**src/rtl/tdc_pkg.sv**
```systemverilog
// Shared definitions for the TDC read-out path: transmitter states,
// UART frame geometry and the width of the encoded stage count.
package tdc_pkg;

  typedef enum logic [1:0] {
    TX_IDLE,
    TX_START,
    TX_DATA,
    TX_STOP
  } tdc_tx_state_t;

  localparam int UART_DATA_BITS = 8;
  localparam int TDC_CODE_W     = 7;

  // The transmitted byte puts the bubble flag in the MSB so a host can spot
  // a corrupted thermometer code without decoding the count first.
  function automatic logic [UART_DATA_BITS-1:0] pack_code(
    input logic                  bubble,
    input logic [TDC_CODE_W-1:0] count
  );
    return {bubble, count};
  endfunction

endpackage

```
**src/rtl/tdc_therm_enc.sv**
```systemverilog
// Thermometer-code encoder for the delay-line TDC.
// Purely combinational: counts the set stages and flags any code whose ones
// are not a contiguous run starting at bit 0 (a "bubble").
module tdc_therm_enc
  import tdc_pkg::*;
#(
  parameter int NUM_STAGES = 10
) (
  input  logic [NUM_STAGES-1:0] stage_delays,
  output logic [TDC_CODE_W-1:0] count,
  output logic                  bubble
);

  logic [TDC_CODE_W-1:0] ones;
  logic [NUM_STAGES-1:0] ideal;

  // Population count of the raw vector; NUM_STAGES <= 127 so it always fits.
  always_comb begin
    ones = '0;
    for (int i = 0; i < NUM_STAGES; i++) begin
      ones = ones + TDC_CODE_W'(stage_delays[i]);
    end
  end

  // Rebuild the clean thermometer code with the same number of ones; any
  // difference from the input means the ones were not packed from bit 0.
  always_comb begin
    ideal = '0;
    for (int i = 0; i < NUM_STAGES; i++) begin
      ideal[i] = (TDC_CODE_W'(i) < ones);
    end
  end

  assign count  = ones;
  assign bubble = (stage_delays != ideal);

endmodule

```
**src/rtl/tdc_uart_tx.sv**
```systemverilog
// Read-out end of the delay-line TDC. On an accepted request the encoded
// stage count is captured and shifted out as a single 8N1 UART byte.
// Requests that arrive while a frame is in flight are dropped and recorded
// in a sticky overrun flag.
module tdc_uart_tx
  import tdc_pkg::*;
#(
  parameter int NUM_STAGES   = 10,
  parameter int CLKS_PER_BIT = 868
) (
  input  logic                      clk,
  input  logic                      reset,
  input  logic [NUM_STAGES-1:0]     stage_delays,
  input  logic                      sample_valid,
  output logic                      sample_ready,
  output logic                      tx,
  output logic                      busy,
  output logic [UART_DATA_BITS-1:0] last_code,
  output logic                      overrun
);

  localparam int                BAUD_W      = $clog2(CLKS_PER_BIT);
  localparam logic [BAUD_W-1:0] BAUD_RELOAD = BAUD_W'(CLKS_PER_BIT - 1);
  localparam logic [2:0]        LAST_BIT    = 3'(UART_DATA_BITS - 1);

  tdc_tx_state_t             state_q, state_d;
  logic [BAUD_W-1:0]         baud_q, baud_d;
  logic [2:0]                bit_idx_q, bit_idx_d;
  logic [UART_DATA_BITS-1:0] shift_q, shift_d;
  logic                      tx_q, tx_d;
  logic [UART_DATA_BITS-1:0] last_code_q;
  logic                      overrun_q;

  logic [TDC_CODE_W-1:0]     enc_count;
  logic                      enc_bubble;
  logic [UART_DATA_BITS-1:0] enc_byte;
  logic                      idle;
  logic                      accept;
  logic                      baud_done;

  tdc_therm_enc #(
    .NUM_STAGES (NUM_STAGES)
  ) u_enc (
    .stage_delays (stage_delays),
    .count        (enc_count),
    .bubble       (enc_bubble)
  );

  assign enc_byte  = pack_code(enc_bubble, enc_count);
  assign idle      = (state_q == TX_IDLE);
  assign accept    = sample_valid && idle;
  assign baud_done = (baud_q == '0);

  // Frame sequencing: each non-idle state lasts one full baud period, timed
  // by a down-counter that is reloaded whenever it expires.
  always_comb begin
    state_d   = state_q;
    baud_d    = baud_q;
    bit_idx_d = bit_idx_q;
    shift_d   = shift_q;
    unique case (state_q)
      TX_IDLE: begin
        if (accept) begin
          state_d   = TX_START;
          baud_d    = BAUD_RELOAD;
          bit_idx_d = '0;
          shift_d   = enc_byte;
        end
      end
      TX_START: begin
        if (baud_done) begin
          state_d   = TX_DATA;
          baud_d    = BAUD_RELOAD;
          bit_idx_d = '0;
        end else begin
          baud_d = baud_q - BAUD_W'(1);
        end
      end
      TX_DATA: begin
        if (baud_done) begin
          baud_d  = BAUD_RELOAD;
          shift_d = shift_q >> 1;
          if (bit_idx_q == LAST_BIT) begin
            state_d = TX_STOP;
          end else begin
            bit_idx_d = bit_idx_q + 3'd1;
          end
        end else begin
          baud_d = baud_q - BAUD_W'(1);
        end
      end
      TX_STOP: begin
        if (baud_done) begin
          state_d = TX_IDLE;
          baud_d  = '0;
        end else begin
          baud_d = baud_q - BAUD_W'(1);
        end
      end
      default: begin
        state_d = TX_IDLE;
        baud_d  = '0;
      end
    endcase
  end

  // Line level for the coming cycle, decoded from the next state so the
  // serial output comes straight from a flop and cannot glitch.
  always_comb begin
    tx_d = 1'b1;
    unique case (state_d)
      TX_START: tx_d = 1'b0;
      TX_DATA:  tx_d = shift_d[0];
      default:  tx_d = 1'b1;
    endcase
  end

  // Transmitter state, baud timing, shift register and serial line.
  always_ff @(posedge clk) begin
    if (reset) begin
      state_q   <= TX_IDLE;
      baud_q    <= '0;
      bit_idx_q <= '0;
      shift_q   <= '0;
      tx_q      <= 1'b1;
    end else begin
      state_q   <= state_d;
      baud_q    <= baud_d;
      bit_idx_q <= bit_idx_d;
      shift_q   <= shift_d;
      tx_q      <= tx_d;
    end
  end

  // Host-visible status: the byte of the last accepted sample, and a sticky
  // flag for any request that had to be dropped because we were busy.
  always_ff @(posedge clk) begin
    if (reset) begin
      last_code_q <= '0;
      overrun_q   <= 1'b0;
    end else begin
      if (accept) begin
        last_code_q <= enc_byte;
      end
      if (sample_valid && !idle) begin
        overrun_q <= 1'b1;
      end
    end
  end

  assign sample_ready = idle;
  assign busy         = !idle;
  assign tx           = tx_q;
  assign last_code    = last_code_q;
  assign overrun      = overrun_q;

endmodule
```
**config.mk**
```make
export PLATFORM = sky130hd
export DESIGN_NAME = tdc_uart_tx
export DESIGN_NICKNAME = d
export VERILOG_FILES = /design/src/rtl/tdc_pkg.sv /design/src/rtl/tdc_therm_enc.sv /design/src/rtl/tdc_uart_tx.sv
export SDC_FILE = /design/constraint.sdc
export NUM_CORES = 1
export LEC_CHECK = 0
export CAP_MARGIN = 20
export CORE_ASPECT_RATIO = 0.5
export CORE_MARGIN = 8
export CORE_UTILIZATION = 40
export CTS_CLUSTER_SIZE = 25
export DETAILED_ROUTE_END_ITERATION = 8
export PLACE_DENSITY = 0.67
export SYNTH_ARGS = -nofsm -noshare
export SYNTH_HDL_FRONTEND = slang
export SYNTH_HIERARCHICAL = 1
export SYNTH_SLANG_ARGS = --single-unit
```
**constraint.sdc**
```tcl
create_clock -name clk -period 6.1 [get_ports clk]
set_input_delay 1.83 -clock clk [delete_from_list [all_inputs] [get_ports clk]]
set_output_delay 1.83 -clock clk [all_outputs]
set_load 0.1 [all_outputs]
```
==> flow_metrics.env, run 1 <==
export IMPL_run_status="finished clean"
export IMPL_count_of_state_elements_after_synthesis=33
export IMPL_finalSetupViolations=0
export IMPL_post_synth_xor_area_fraction_pct=1.13
export IMPL_kind_of_end_point_of_the_critical_path="register"
export IMPL_clock_transition_at_path_regs_ns=0.07
export IMPL_worst_slew_pin_slew_ns=1.00
export IMPL_timing_critical_path_buf_inv=4
export IMPL_synth_area_leader_cell="sky130_fd_sc_hd__dfxtp_1"
export IMPL_number_of_antenna_violations_at_the_first_check_in_global_routing=0
export IMPL_overflow=0
export IMPL_number_of_synthesized_flops_with_an_enable_pin=0
export IMPL_synth_avg_cell_area_um2=7.94
export IMPL_cts_buffers=5
export IMPL_yosysSeqAreaShare_pct=29.8
export IMPL_maximum_number_of_pins_on_one_net_before_global_route_repair=27
export IMPL_path_max_fanout=6
export IMPL_post_cts_repair_setup_buffers=0
export IMPL_power_density_nw_per_um2=327
export IMPL_vias=2012
export IMPL_port_buffers=24
export IMPL_post_synth_top_area_fraction_pct=29.8
export IMPL_floorplan_core_area_um2=5420
export IMPL_vias_in_the_first_global_route=1872
export IMPL_root_buffer="sky130_fd_sc_hd__clkbuf_8"
export IMPL_post_synthesis_compound_gate_area_fraction_pct=26.8
export IMPL_drive_above_1_share_pct=8.08
export IMPL_clock_skew_ns=0.00407
export IMPL_combinational_family_with_the_most_area_after_synthesis="compound AO/OA/AOI/OAI gates"
export IMPL_drv_slew=0
export IMPL_synthCells=279
export IMPL_cts_tree="yes"
export IMPL_antennaDiodeCount=0
export IMPL_floorplan_io_pins=25
export IMPL_cts_htree_levels=2
export IMPL_netlist_top_cells_area="sky130_fd_sc_hd__dfxtp_1, sky130_fd_sc_hd__a21oi_1, sky130_fd_sc_hd__ha_1, sky130_fd_sc_hd__nand2_1, sky130_fd_sc_hd__fa_1"
export IMPL_hold_buffers=0
export IMPL_track_usage_pct=12.2
export IMPL_wl_per_cell_um=13.3
export IMPL_dp_hpwl_mm=3.78
export IMPL_totalWireLength_mm=4.93
export IMPL_totalNegativeSetupSlack_ns=0
export IMPL_synth_async_reset_ratio_pct=0
export IMPL_place_congestion=0.905
export IMPL_post_cts_resized=0
export IMPL_synthesis_area_um2=2210
export IMPL_placementRows=19
export IMPL_crit_chain="clkdlybuf4s50_1 > fa_1 > inv_1 > fa_1 > fa_1 > inv_1 > ha_1 > fa_1 > xor2_2 > inv_2 > nand3_2 > a31o_1 > a31o_1 > nand4_1 > nand3_1 > a21oi_1"
export IMPL_netlist_cell_type_count=58
export IMPL_timing_critical_path_max_delay_family="adder cells"
export IMPL_slew_headroom_pct=33.0
export IMPL_drt_pre_antenna_iters=4
export IMPL_synth_simple_area_share_pct=22.1
export IMPL_fin_nets=325
export IMPL_detail_route_vias_per_cell=5.44
export IMPL_crit_type="input port to register"
export IMPL_post_synth_mux_area_share_pct=0.452
export IMPL_power_mw=0.844
export IMPL_drtIter0Drc=108
export IMPL_max_stage_delay_ns=0.54
export IMPL_timing_hold_worst_class="register to register"
export IMPL_post_synth_fa_ha_maj_area_fraction_pct=11.1
export IMPL_syn_to_final_growth_pct=16.6
export IMPL_critPathLaunchType="input port"
export IMPL_leading_cell_types_in_the_layout_fill_and_taps_excluded="sky130_fd_sc_hd__nand2_1, sky130_fd_sc_hd__dfxtp_1, sky130_fd_sc_hd__a21oi_1"
export IMPL_drc=0
export IMPL_ir_drop_v=0.000133
export IMPL_ys_warnings_count=6
export IMPL_final_period_utilization_pct=92.1
export IMPL_worstSkewPairLatency_ns=0.28
export IMPL_die_area_um2=8320
export IMPL_grt_first_pass_wirelength_mm=8.36
export IMPL_yosys_most_used_dff="sky130_fd_sc_hd__dfxtp_1"
export IMPL_rsz_0062_raised_after_global_routing="no"
export IMPL_cts_sinks=33
export IMPL_cts_max_path_buffers=2
export IMPL_maxCapViolations=0
export IMPL_critical_path_slowest_cell="sky130_fd_sc_hd__fa_1"
export IMPL_die_h_um=68.6
export IMPL_report_final_hold_viol_count=0
export IMPL_cp_data_required_time_ns=6.30
export IMPL_period_needed_ns=5.62
export IMPL_die_width_um=121
export IMPL_max_freq_ghz=0.178
export IMPL_path_common_cell="sky130_fd_sc_hd__fa_1"
export IMPL_ant_nets=0
export IMPL_start_util_pct=40.9
export IMPL_timing_critical_path_arrival_ns=5.82
export IMPL_p_leak_nw=1.01
-- cell type report --
cell class,count,area (µm²)
sequential,33,661
clock inverter,1,30.0
tap,73,91.3
inverter,24,90.1
timing repair buffer,25,248
multi-input combinational,207,1380
clock buffer,7,86.3
fill,542,2840
-- power by group --
part | internal, mW | total (mW) | switching (mW)
registers | 0.239 | 0.255 | 0.0161
clock network | 0.133 | 0.209 | 0.0761
logic | 0.130 | 0.380 | 0.250
total | 0.502 | 0.844 | 0.342
-- per-stage QoR --
stage,util [%],setup slack [ns],std cells,hold WS (ns),cell area (µm²)
after floorplan,-,0.922,281,0.436,2220
after global placement,45.5,0.262,362,0.444,2470
after detailed placement,45.5,0.179,362,0.446,2470
after CTS,47.6,0.467,370,0.455,2580
after global routing,47.6,0.250,370,0.480,2580
final,47.6,0.480,370,0.453,2580
-- per-layer routing --
layer	track usage, %	up-vias	share of wire, %	wire, µm
met5	0	-	0	0
met4	4.57	0	1.7	85
met3	2.27	11	3.2	158
met2	23.2	48	49	2430
met1	13.8	940	46	2260
li1	-	1013	-	-
-- sequential cells by signal, summed over array words and instances (netlist names) --
register   flops
baud_q        10
bit_idx_q      3
last_code      8
overrun        1
shift_q        8
state_q        2
tx             1
-- cell usage after synthesis (all sizes together), types with 4 or more instances --
master / number
nor2: 21
nand2: 34
a21oi: 27
a21o: 5
dfxtp: 33
nor2b: 5
nand3: 6
a31oi: 9
ha: 10
o21ai: 20
fa: 6
inv: 24
clkbuf: 8
nand4: 4
nor3: 5
buf: 9
-- tightest hold or removal path: cells and delay by family, from the launching register on --
| kind | cells | cell delay, ns |
|---|---|---|
| and+or+nand+nor | 1 | 0.05 |
| AOI/OAI and AO/OA | 1 | 0.05 |
| DFF | 1 | 0.31 |
-- logic make-up (layout without fill, tap and decap cells) --
family	Yosys count	in the layout
fa+ha+maj	16	16
xor+xnor	2	2
buf+inv	41	57
simple gates	94	94
flops	33	33
mux	1	1
other cells	1	3
compound gates	91	91
-- worst paths after layout --
kind	from	end	slack (ns)	cells after the start
worst min-delay path	last_code[4]$_SDFFE_PP0N_	last_code[4]$_SDFFE_PP0N_	0.45	2
worst max register to register	baud_q[0]$_SDFFE_PP0P_	shift_q[7]$_SDFFE_PP0P_	3.63	7
worst min register to register	last_code[4]$_SDFFE_PP0N_	last_code[4]$_SDFFE_PP0N_	0.45	2
worst max-delay path	stage_delays[1]	shift_q[7]$_SDFFE_PP0P_	0.48	16
Note: power is estimated with default switching activity, not from simulation.
==> run 2, diff against run 1 <==
--- a/config.mk
+++ b/config.mk
@@ -5,6 +5,7 @@
 export SDC_FILE = /design/constraint.sdc
 export NUM_CORES = 1
 export LEC_CHECK = 0
+export ABC_CLOCK_PERIOD_IN_PS = 6100
 export CAP_MARGIN = 20
 export CORE_ASPECT_RATIO = 0.5
 export CORE_MARGIN = 8
==> results of run 2 <==
No change in the layout: final DEF, timing and power equal those of run 1.
==> run 3, diff against run 2 <==
--- a/config.mk
+++ b/config.mk
@@ -13,6 +13,7 @@
 export CTS_CLUSTER_SIZE = 25
 export DETAILED_ROUTE_END_ITERATION = 8
 export PLACE_DENSITY = 0.67
+export RECOVER_POWER = 100
 export SYNTH_ARGS = -nofsm -noshare
 export SYNTH_HDL_FRONTEND = slang
 export SYNTH_HIERARCHICAL = 1
==> run 3 against run 2 <==
Non-clock buffer count unchanged. Largest cell class unchanged. Clock power about the same. Sequential cell count unchanged. Setup slack worse by 0.12 ns. Die area unchanged.
==> flow_metrics.env, run 3 (synthesis results as in run 1) <==
export IMPL_port_buffers=24
export IMPL_clock_skew_ns=0.00410
export IMPL_period_needed_ns=5.74
export IMPL_drive_above_1_share_pct=7.41
export IMPL_timing_critical_path_arrival_ns=5.94
export IMPL_track_usage_pct=12.2
export IMPL_drv_slew=0
export IMPL_count_of_cells_along_the_worst_register_to_register_path=7
export IMPL_clock_transition_at_path_regs_ns=0.07
export IMPL_cts_buffers=5
export IMPL_die_h_um=68.6
export IMPL_slew_headroom_pct=31.9
export IMPL_multi_input_gate_area_in_the_final_layout_um2=1370
export IMPL_root_buffer="sky130_fd_sc_hd__clkbuf_8"
export IMPL_power_density_nw_per_um2=324
export IMPL_grt_first_pass_wirelength_mm=8.36
export IMPL_placementRows=19
export IMPL_pwr_share_comb_pct=44.5
export IMPL_power_mw=0.833
export IMPL_sw_pwr_mw=0.340
export IMPL_timing_hold_worst_class="register to register"
export IMPL_floorplan_core_area_um2=5420
export IMPL_final_period_utilization_pct=94.0
export IMPL_registers_top_by_ff_count="baud_q"
export IMPL_ir_drop_v=0.000132
export IMPL_cp_data_required_time_ns=6.30
export IMPL_crit_chain="dlygate4sd3_1 > fa_1 > inv_1 > fa_1 > fa_1 > inv_1 > ha_1 > fa_1 > xor2_2 > inv_2 > nand3_2 > a31o_1 > a31o_1 > nand4_1 > nand3_1 > a21oi_1"
export IMPL_critical_path_reg2reg_endpoint="tx$_SDFF_PP1_"
export IMPL_dp_hpwl_mm=3.78
export IMPL_p_int_mw=0.493
export IMPL_fin_nets=325
export IMPL_syn_to_final_growth_pct=16.1
export IMPL_cts_max_path_buffers=2
export IMPL_ff_latch_area_um2=661
export IMPL_overflow=0
export IMPL_vias=2014
export IMPL_startpoint="stage_delays[1]"
export IMPL_cts_htree_levels=2
export IMPL_regToRegSetupSlack_ns=3.61
export IMPL_antennaDiodeCount=0
export IMPL_finalSetupViolations=0
export IMPL_vias_in_the_first_global_route=1872
export IMPL_ant_nets=0
export IMPL_drtIter0Drc=111
export IMPL_crit_type="input port to register"
export IMPL_p_leak_nw=1.03
export IMPL_critical_path_slowest_cell="sky130_fd_sc_hd__dlygate4sd3_1"
export IMPL_cts_tree="yes"
export IMPL_kind_of_end_point_of_the_critical_path="register"
export IMPL_maxCapViolations=0
export IMPL_drc=0
export IMPL_power_share_sequential_pct=30.5
export IMPL_number_of_antenna_violations_at_the_first_check_in_global_routing=0
export IMPL_clockPowerShare_pct=25.0
export IMPL_die_area_um2=8320
export IMPL_post_cts_resized=0
export IMPL_critPathLaunchType="input port"
export IMPL_floorplan_io_pins=25
export IMPL_cts_sinks=33
export IMPL_hold_buffers=0
export IMPL_totalWireLength_mm=4.94
export IMPL_largest_register_ffs=10
export IMPL_place_congestion=0.905
export IMPL_die_width_um=121
export IMPL_rsz_0062_raised_after_global_routing="no"
export IMPL_max_stage_delay_ns=0.61
export IMPL_leading_cell_types_in_the_layout_fill_and_taps_excluded="sky130_fd_sc_hd__nand2_1, sky130_fd_sc_hd__dfxtp_1, sky130_fd_sc_hd__a21oi_1"
export IMPL_worstSkewPairLatency_ns=0.28
export IMPL_wl_per_cell_um=13.4
export IMPL_run_status="finished clean"
export IMPL_max_freq_ghz=0.174
export IMPL_filler_cell_count=542
export IMPL_drt_pre_antenna_iters=4
export IMPL_worst_slew_pin_slew_ns=1.02
export IMPL_worst_r2r_startpoint="baud_q[0]$_SDFFE_PP0P_"
export IMPL_report_final_hold_viol_count=0
export IMPL_detail_route_vias_per_cell=5.44
export IMPL_path_common_cell="sky130_fd_sc_hd__fa_1"
export IMPL_post_cts_repair_setup_buffers=0
export IMPL_totalNegativeSetupSlack_ns=0
export IMPL_maximum_number_of_pins_on_one_net_before_global_route_repair=27
export IMPL_critPathCapture="shift_q[7]$_SDFFE_PP0P_"
export IMPL_switching_share_pct=40.8
export IMPL_path_max_fanout=6
export IMPL_start_util_pct=40.9
==> run 3: cell types whose count changed in the layout (fill, tap and decap cells not counted), sizes merged <==
| cell | change |
|---|---|
| clkdlybuf4s50 | -15 |
| clkbuf | +1 |
| dlygate4sd3 | +15 |
| buf | -1 |
==> run 3: cell type report <==
class | instances | area share (%)
Sequential cell | 33 | 25.7
Inverter | 24 | 3.50
Multi-Input combinational cell | 207 | 53.2
Tap cell | 73 | 3.55
Clock buffer | 7 | 3.36
Clock inverter | 1 | 1.17
Timing Repair Buffer | 25 | 9.49
==> run 3: metal layers <==
metal / global-route usage [%] / vias up / wire length, µm
li1: - / 1012 / -
met2: 23.2 / 40 / 2420
met1: 13.8 / 953 / 2310
met3: 2.27 / 9 / 138
met5: 0 / - / 0
met4: 4.57 / 0 / 73
==> run 3: worst max-delay path: cells and delay by family <==
kind	cells	cell delay (ns)
AO/OA/AOI/OAI	3	0.56
buffers and inverters	4	0.85
adder cells (fa/ha/maj)	5	2.16
AND/OR/NAND/NOR	3	0.29
XOR/XNOR	1	0.25
==> run 3: how the worst min path moves through the flow <==
stage	startpoint	to	slack, ns	cells after the start
after floorplan	bit_idx_q[1]$_SDFFE_PP0P_	bit_idx_q[1]$_SDFFE_PP0P_	0.44	2
after global placement	bit_idx_q[1]$_SDFFE_PP0P_	bit_idx_q[1]$_SDFFE_PP0P_	0.44	2
after detailed placement	last_code[4]$_SDFFE_PP0N_	last_code[4]$_SDFFE_PP0N_	0.45	2
after CTS	last_code[4]$_SDFFE_PP0N_	last_code[4]$_SDFFE_PP0N_	0.46	2
after global routing	last_code[5]$_SDFFE_PP0N_	last_code[5]$_SDFFE_PP0N_	0.48	2
final	last_code[4]$_SDFFE_PP0N_	last_code[4]$_SDFFE_PP0N_	0.45	2
==> run 3: power by group through the flow <==
| stage | combinational, mW | sequential, mW | clock, mW |
|---|---|---|---|
| 2_1_floorplan | 0.242 | 0.315 | 0 |
| 3_3_place_gp | 0.376 | 0.259 | 0 |
| 3_5_place_dp | 0.378 | 0.260 | 0 |
| 4_1_cts | 0.379 | 0.255 | 0.214 |
| 5_1_grt | 0.404 | 0.257 | 0.224 |
| 6_report | 0.371 | 0.254 | 0.208 |
==> run 3: per-stage QoR <==
stage	setup slack [ns]	std cells	utilization, %	instance area, µm²	hold WS, ns
2_1_floorplan	0.922	281	-	2220	0.436
3_3_place_gp	0.262	362	45.5	2470	0.444
3_5_place_dp	0.179	362	45.5	2470	0.446
4_1_cts	0.467	370	47.6	2580	0.455
5_1_grt	0.137	370	47.4	2570	0.478
6_report	0.364	370	47.4	2570	0.450
